**config.mk**
```make
export PLATFORM = sky130hd
export DESIGN_NAME = spi_controller_flat
export DESIGN_NICKNAME = d
export VERILOG_FILES = /design/src/rtl/spi_ctrl_pkg.sv /design/src/rtl/spi_controller_if.sv /design/src/rtl/spi_clk_div.sv /design/src/rtl/spi_controller.sv /design/src/flat_wrapper.sv
export SDC_FILE = /design/constraint.sdc
export NUM_CORES = 1
export LEC_CHECK = 0
export CORE_ASPECT_RATIO = 1.2
export CORE_MARGIN = 5
export CORE_UTILIZATION = 38
export CTS_CLUSTER_DIAMETER = 120
export CTS_CLUSTER_SIZE = 8
export DETAILED_ROUTE_END_ITERATION = 10
export PLACE_DENSITY = 0.68
export SLEW_MARGIN = 20
export SYNTH_ARGS = -nofsm -noshare
export SYNTH_HDL_FRONTEND = slang
export SYNTH_SLANG_ARGS = --single-unit
```
**constraint.sdc**
```tcl
create_clock -name clk -period 3.55 [get_ports clk]
set_clock_uncertainty 0.15 [all_clocks]
set_input_delay 0.5325 -clock clk [delete_from_list [all_inputs] [get_ports clk]]
set_output_delay 0.5325 -clock clk [all_outputs]
set_load 0.05 [all_outputs]
```
**src/rtl/spi_ctrl_pkg.sv**
```systemverilog
// Shared definitions for the SPI register-write initiator: frame layout, FSM state
// encoding and the register address map of the SPI register peripheral.
package spi_ctrl_pkg;

    localparam int unsigned FRAME_W = 16;
    localparam int unsigned ADDR_W  = 7;
    localparam int unsigned DATA_W  = 8;
    localparam int unsigned RW_BIT  = 15;

    // Register map shared with the peripheral.
    localparam logic [ADDR_W-1:0] ADDR_EN_OUT_7_0  = 7'h00;
    localparam logic [ADDR_W-1:0] ADDR_EN_OUT_15_8 = 7'h01;
    localparam logic [ADDR_W-1:0] ADDR_EN_PWM_7_0  = 7'h02;
    localparam logic [ADDR_W-1:0] ADDR_EN_PWM_15_8 = 7'h03;
    localparam logic [ADDR_W-1:0] ADDR_PWM_DUTY    = 7'h04;

    typedef enum logic [2:0] {
        StIdle,
        StSetup,
        StShiftHi,
        StShiftLo,
        StHold,
        StGap
    } spi_state_e;

    // Frame is {rw, addr, data}, sent MSB first.
    function automatic logic [FRAME_W-1:0] pack_frame(input logic              rw,
                                                      input logic [ADDR_W-1:0] addr,
                                                      input logic [DATA_W-1:0] data);
        return {rw, addr, data};
    endfunction

endpackage

```
**src/rtl/spi_controller_if.sv**
```systemverilog
// Request handshake between a register-programming client and spi_controller.
// The controller takes the slave modport, the client the master modport.
interface spi_controller_if;
    import spi_ctrl_pkg::*;

    logic              req_valid;
    logic              req_ready;
    logic              req_rw;
    logic [ADDR_W-1:0] req_addr;
    logic [DATA_W-1:0] req_data;
    logic              done;
    logic              busy;

    modport master (
        output req_valid, req_rw, req_addr, req_data,
        input  req_ready, done, busy
    );

    modport slave (
        input  req_valid, req_rw, req_addr, req_data,
        output req_ready, done, busy
    );

endinterface

```
**src/rtl/spi_clk_div.sv**
```systemverilog
// SCLK half-period tick generator. Counts 0..CLK_DIV-1 and flags the terminal count
// (tick_o) and the cycle before it (pre_tick_o). clr_i restarts the count from 0.
module spi_clk_div #(
    parameter int unsigned CLK_DIV = 4
) (
    input  logic clk,
    input  logic rst_n,
    input  logic clr_i,
    output logic tick_o,
    output logic pre_tick_o
);

    localparam logic [7:0] TermCnt = 8'(CLK_DIV - 1);
    localparam logic [7:0] PreCnt  = 8'(CLK_DIV - 2);

    logic [7:0] cnt_q, cnt_d;

    // Next count: restart on clear, otherwise increment.
    always_comb begin
        cnt_d = cnt_q + 8'd1;
        if (clr_i) begin
            cnt_d = 8'd0;
        end
    end

    // Counter register.
    always_ff @(posedge clk or negedge rst_n) begin
        if (!rst_n) begin
            cnt_q <= 8'd0;
        end else begin
            cnt_q <= cnt_d;
        end
    end

    assign tick_o     = (cnt_q == TermCnt);
    assign pre_tick_o = (cnt_q == PreCnt);

endmodule

```
**src/rtl/spi_controller.sv**
```systemverilog
// SPI mode-0 initiator: one 16-bit {rw, addr, data} frame per accepted request, MSB
// first, each FSM state lasting CLK_DIV clk cycles. Optional read-back of bits 7..0 on
// CIPO is enabled by defining SPI_CONTROLLER_READ_EN.
module spi_controller
    import spi_ctrl_pkg::*;
#(
    parameter int unsigned CLK_DIV = 4
) (
    input  logic              clk,
    input  logic              rst_n,
    spi_controller_if.slave   req,
    output logic              nCS,
    output logic              SCLK,
    output logic              COPI
`ifdef SPI_CONTROLLER_READ_EN
    ,
    input  logic              CIPO,
    output logic [DATA_W-1:0] rd_data
`endif
);

    spi_state_e         state_q;
    logic [FRAME_W-1:0] shreg_q;
    logic [3:0]         bit_cnt_q;
    logic               ncs_q;
    logic               sclk_q;
    logic               done_q;
    logic               busy_q;
    logic               ready_q;

    logic tick;
    logic pre_tick;
    logic div_clr;
    logic accept;

`ifdef SPI_CONTROLLER_READ_EN
    logic              rw_q;
    logic [DATA_W-1:0] rd_shift_q;
    logic [DATA_W-1:0] rd_data_q;
`endif

    assign accept  = req.req_valid & ready_q;
    // Every state exits on tick, so clearing on tick restarts the count on each entry.
    assign div_clr = (state_q == StIdle) | tick;

    spi_clk_div #(
        .CLK_DIV (CLK_DIV)
    ) u_clk_div (
        .clk        (clk),
        .rst_n      (rst_n),
        .clr_i      (div_clr),
        .tick_o     (tick),
        .pre_tick_o (pre_tick)
    );

    // Frame FSM; all pin and handshake outputs are registered here.
    always_ff @(posedge clk or negedge rst_n) begin
        if (!rst_n) begin
            state_q   <= StIdle;
            shreg_q   <= '0;
            bit_cnt_q <= 4'd0;
            ncs_q     <= 1'b1;
            sclk_q    <= 1'b0;
            done_q    <= 1'b0;
            busy_q    <= 1'b0;
            ready_q   <= 1'b1;
`ifdef SPI_CONTROLLER_READ_EN
            rw_q       <= 1'b0;
            rd_shift_q <= '0;
            rd_data_q  <= '0;
`endif
        end else begin
            done_q <= 1'b0;
            case (state_q)
                StIdle: begin
                    if (accept) begin
                        state_q   <= StSetup;
                        shreg_q   <= pack_frame(req.req_rw, req.req_addr, req.req_data);
                        bit_cnt_q <= 4'd0;
                        ncs_q     <= 1'b0;
                        busy_q    <= 1'b1;
                        ready_q   <= 1'b0;
`ifdef SPI_CONTROLLER_READ_EN
                        rw_q      <= req.req_rw;
`endif
                    end
                end
                StSetup: begin
                    if (tick) begin
                        state_q <= StShiftHi;
                        sclk_q  <= 1'b1;
                    end
                end
                StShiftHi: begin
                    if (tick) begin
                        state_q <= StShiftLo;
                        sclk_q  <= 1'b0;
                        // COPI is shreg_q MSB, so the shift presents the next bit.
                        if (bit_cnt_q != 4'd15) begin
                            shreg_q <= shreg_q << 1;
                        end
                    end
                end
                StShiftLo: begin
                    if (tick) begin
                        bit_cnt_q <= bit_cnt_q + 4'd1;
                        if (bit_cnt_q == 4'd15) begin
                            state_q <= StHold;
                        end else begin
                            state_q <= StShiftHi;
                            sclk_q  <= 1'b1;
`ifdef SPI_CONTROLLER_READ_EN
                            // Entering SHIFT_HI for frame bits 7..0 (bit_cnt 8..15).
                            if (!rw_q && bit_cnt_q >= 4'd7) begin
                                rd_shift_q <= {rd_shift_q[DATA_W-2:0], CIPO};
                            end
`endif
                        end
                    end
                end
                StHold: begin
                    if (tick) begin
                        state_q <= StGap;
                        ncs_q   <= 1'b1;
                        shreg_q <= '0;
                    end
                end
                StGap: begin
                    // done lands in the final GAP cycle.
                    if (pre_tick) begin
                        done_q <= 1'b1;
`ifdef SPI_CONTROLLER_READ_EN
                        if (!rw_q) begin
                            rd_data_q <= rd_shift_q;
                        end
`endif
                    end
                    if (tick) begin
                        state_q <= StIdle;
                        busy_q  <= 1'b0;
                        ready_q <= 1'b1;
                    end
                end
                default: state_q <= StIdle;
            endcase
        end
    end

    assign nCS           = ncs_q;
    assign SCLK          = sclk_q;
    assign COPI          = shreg_q[RW_BIT];
    assign req.req_ready = ready_q;
    assign req.busy      = busy_q;
    assign req.done      = done_q;
`ifdef SPI_CONTROLLER_READ_EN
    assign rd_data       = rd_data_q;
`endif

endmodule

```
**src/flat_wrapper.sv**
```systemverilog
// flat-port wrapper written by rule: the top's interface ports become plain ports
module spi_controller_flat import spi_ctrl_pkg::*;
#(
    parameter int unsigned CLK_DIV = 4
)
  (clk, rst_n, nCS, SCLK, COPI, req_req_valid, req_req_rw, req_req_addr, req_req_data, req_req_ready, req_done, req_busy);
  spi_controller_if req_i ();
  input  logic clk;
  input  logic rst_n;
  output logic nCS;
  output logic SCLK;
  output logic COPI;
  input wire logic [$bits(req_i.req_valid)-1:0] req_req_valid;
  input wire logic [$bits(req_i.req_rw)-1:0] req_req_rw;
  input wire logic [$bits(req_i.req_addr)-1:0] req_req_addr;
  input wire logic [$bits(req_i.req_data)-1:0] req_req_data;
  output wire logic [$bits(req_i.req_ready)-1:0] req_req_ready;
  output wire logic [$bits(req_i.done)-1:0] req_done;
  output wire logic [$bits(req_i.busy)-1:0] req_busy;
  assign req_i.req_valid = req_req_valid;
  assign req_i.req_rw = req_req_rw;
  assign req_i.req_addr = req_req_addr;
  assign req_i.req_data = req_req_data;
  assign req_req_ready = req_i.req_ready;
  assign req_done = req_i.done;
  assign req_busy = req_i.busy;
  spi_controller #(.CLK_DIV(CLK_DIV)) u_core (.clk(clk), .rst_n(rst_n), .req(req_i), .nCS(nCS), .SCLK(SCLK), .COPI(COPI));
endmodule
```
==> impl_metrics.yaml <==
global_routing:
  grt_max_degree: 37
  grt_pass1_vias: 1427
  overflow: 0
  grt_usage: 0.130
  grt_pass1_wl_mm: 6.52
  antenna_found_initial: 0
clocking:
  clock-root-buffer: "clkbuf_8"
  path_clk_slew_ns: 0.07
  clockBufferDepth: 2
  cts_tree: "built"
  clock_sinks: 36
  numCtsBuffers: 5
  htree_num_levels: 2
  hold_buffers: 0
  cts_resized: 0
  cts_setup_buffers: 0
  clk_latency_ns: 0.29
synth:
  synth_seq_cells: 36
  syn_nets: 187
  synth_xor_area_frac: 0.0335
  synth-compound-area-share: 0.272
  syn_inst: 165
  yosys_warnings: 0
  seq_area_frac_synth: 0.494
  synth-edff-count: 0
  synth_area_um2: 1830
  synthDistinctLibCells: 40
  synthAdderAreaFrac: 0.0205
  syn_area_per_cell_um2: 11.1
  synth_top_family_by_area: "compound AO/OA/AOI/OAI gates"
  synthArstFlopShare: 1.00
  synthFlopType: "dfrtp_1"
  synthMuxAreaShare: 0
  synth-simple-area-share: 0.141
route:
  routed-via-count: 1427
  wire_per_inst_um: 15.1
  met1_length_mm: 1.69
  drtIter0Drc: 85
  first_pass_iters: 4
  drc_errors: 0
  routed_wl_mm: 3.74
  vias_per_cell: 5.78
  met3_length_um: 147
  wl_met2_mm: 1.84
  dr.max_layer_used: "met4"
  drtAntennaViolNets: 0
cells_and_area:
  layout-drive-gt1-share: 0.132
  fin_util: 0.478
  syn2layout_area_growth_pct: 20.9
  instances_no_fill: 247
  nNetsFinal: 210
  nFillCells: 437
  antenna_cells: 0
flow_run:
  max-cap-violations: 0
sta:
  hold_violations: 0
  slew_violations: 0
  rsz0062_at_grt: "false"
  fmax_mhz: 413
  period_minus_slack_ns: 2.42
  setup_viol: 0
  fin_setup_tns_ns: 0
  slew_headroom: 0.353
  layout_setup_ws_ns: 1.13
  worst_pin_slew_ns: 0.967
  fin_crit_sh: 0.682
placed_design:
  io_buffer_count: 24
  place_congestion: 0.777
  hpwl_mm: 2.55
  place_ws_ns: 0.847
  dp.cells: 239
worst_setup_path:
  crit_slowest_cell: "a21oi_4"
  r2r-start: "u_core.state_q[1]$_DFFE_PN0P_"
  worst_ep_arrival_time_ns: 2.46
  cp.required_ns: 3.59
  cp-end-kind: "flop"
  path_cells: "clkdlybuf4s50_1 -> a211oi_1 -> a211o_1 -> a21oi_4 -> a2bb2oi_1"
  slowest_delay_ns: 0.55
  path_max_fanout: 16
  critPathLaunchType: "input pin"
  reg2reg_depth: 4
  r2r_end: "u_core.shreg_q[6]$_DFFE_PN0P_"
  rrSetupSlack_ns: 1.32
  worstSetupPathType: "in2reg"
floorplanning:
  io_pins: 25
  start_util: 0.396
  rows: 27
  dieArea_um2: 6310
  die_width_um: 73.4
  core_um2: 4630
  dieHeight_um: 86.0
hold_path:
  hold_end: "u_core.nCS$_DFFE_PN1P_"
  holdCritStartpoint: "u_core.nCS$_DFFE_PN1P_"
  hp-class: "reg2reg"
  hold_path_depth: 2
power:
  ir_worst_vdd_mv: 0.344
  p_total_mw: 1.80
  powerDensity_nw_per_um2: 814
  p_leak_nw: 0.869
run_status:
  status: "finished clean"
[final cells by class]
cell class / instances / area (µm²) / area share
Sequential cell: 36 / 903 / 0.408
Multi-Input combinational cell: 114 / 856 / 0.387
Inverter: 6 / 22.5 / 0.0102
Clock buffer: 5 / 68.8 / 0.0311
Timing Repair Buffer: 25 / 248 / 0.112
Clock inverter: 3 / 42.5 / 0.0192
Tap cell: 58 / 72.6 / 0.0328
[power by group]
group          switching (mW)  internal (mW)
clock network           0.148          0.208
registers               0.160          0.577
logic                   0.383          0.326
total                   0.691           1.11
[metal layers]
| metal | GRT usage | vias up |
|---|---|---|
| li1 | - | 679 |
| met1 | 0.166 | 705 |
| met2 | 0.210 | 36 |
| met3 | 0.0352 | 7 |
| met4 | 0.0445 | 0 |
| met5 | 0 | - |
[synth_stat cells, types with 2 or more instances]
library cell	n	share of area
a21o_1	2	0.0082
a21oi_1	6	0.016
a221oi_1	15	0.072
a2bb2oi_1	6	0.029
a2bb2oi_2	9	0.074
and3_1	2	0.0068
buf_2	3	0.0082
clkbuf_1	4	0.0082
dfrtp_1	34	0.46
dfstp_2	2	0.029
ha_1	3	0.021
inv_1	6	0.012
nand2_1	7	0.014
nand2b_1	2	0.0068
nand3_1	12	0.033
nand4_1	3	0.010
nor2_1	14	0.029
o21ai_0	7	0.019
o31ai_1	2	0.0082
xor2_1	6	0.029
[worst max-delay path: cells and delay by family]
kind            cells  cell delay (ns)
compound gates      4             1.40
buf+inv             1             0.52
[metrics by stage]
| stage | hold slack [ns] | cell area, µm² |
|---|---|---|
| after detailed placement | 0.361 | 2100 |
| after CTS | 0.365 | 2210 |
| after global placement | 0.341 | 2100 |
| after global routing | 0.388 | 2210 |
| final | 0.363 | 2210 |
| after floorplan | 0.0869 | 1830 |
[how the worst max path moves through the flow]
stage / slack, ns / end / cells past startpoint / startpoint
detailed placement: 0.85 / u_core.shreg_q[6]$_DFFE_PN0P_ / 5 / req_req_valid
CTS: 1.14 / u_core.shreg_q[6]$_DFFE_PN0P_ / 5 / req_req_valid
finish: 1.13 / u_core.shreg_q[6]$_DFFE_PN0P_ / 5 / req_req_valid
global placement: 0.90 / u_core.shreg_q[4]$_DFFE_PN0P_ / 5 / req_req_valid
floorplan: 1.52 / u_core.shreg_q[10]$_DFFE_PN0P_ / 5 / u_core.req.req_ready$_DFFE_PN1P_
global route: 1.04 / u_core.shreg_q[6]$_DFFE_PN0P_ / 5 / req_req_valid
[flip-flops by register name, indices dropped and copies added (netlist names)]
name,flops
u_core.SCLK,1
u_core.bit_cnt_q,4
u_core.nCS,1
u_core.req.busy,1
u_core.req.done,1
u_core.req.req_ready,1
u_core.shreg_q,16
u_core.state_q,3
u_core.u_clk_div.cnt_q,8
[placed cells by master (no fill, tap or decap), types with 2 or more instances in the layout]
cell / instances
xor2_1: 6
a2bb2oi_1: 6
a21o_1: 2
nand3_1: 12
o31ai_1: 2
nand2_1: 7
ha_1: 3
dfrtp_1: 34
nand2b_1: 2
nor2_1: 14
a221oi_1: 15
clkdlybuf4s50_1: 24
a21oi_1: 6
a2bb2oi_2: 9
inv_1: 6
and3_1: 2
o21ai_0: 7
clkbuf_8: 5
nand4_1: 3
dfstp_2: 2
[cells by family (layout without fill, tap and decap cells)]
kind of cell / count (synthesis) / in the layout
buffers and inverters: 15 / 39
XOR/XNOR: 7 / 7
AO/OA/AOI/OAI: 56 / 56
adder cells (fa/ha/maj): 3 / 3
flip-flops: 36 / 36
AND/OR/NAND/NOR: 48 / 48
No activity file was read; power rests on OpenSTA's default activity.
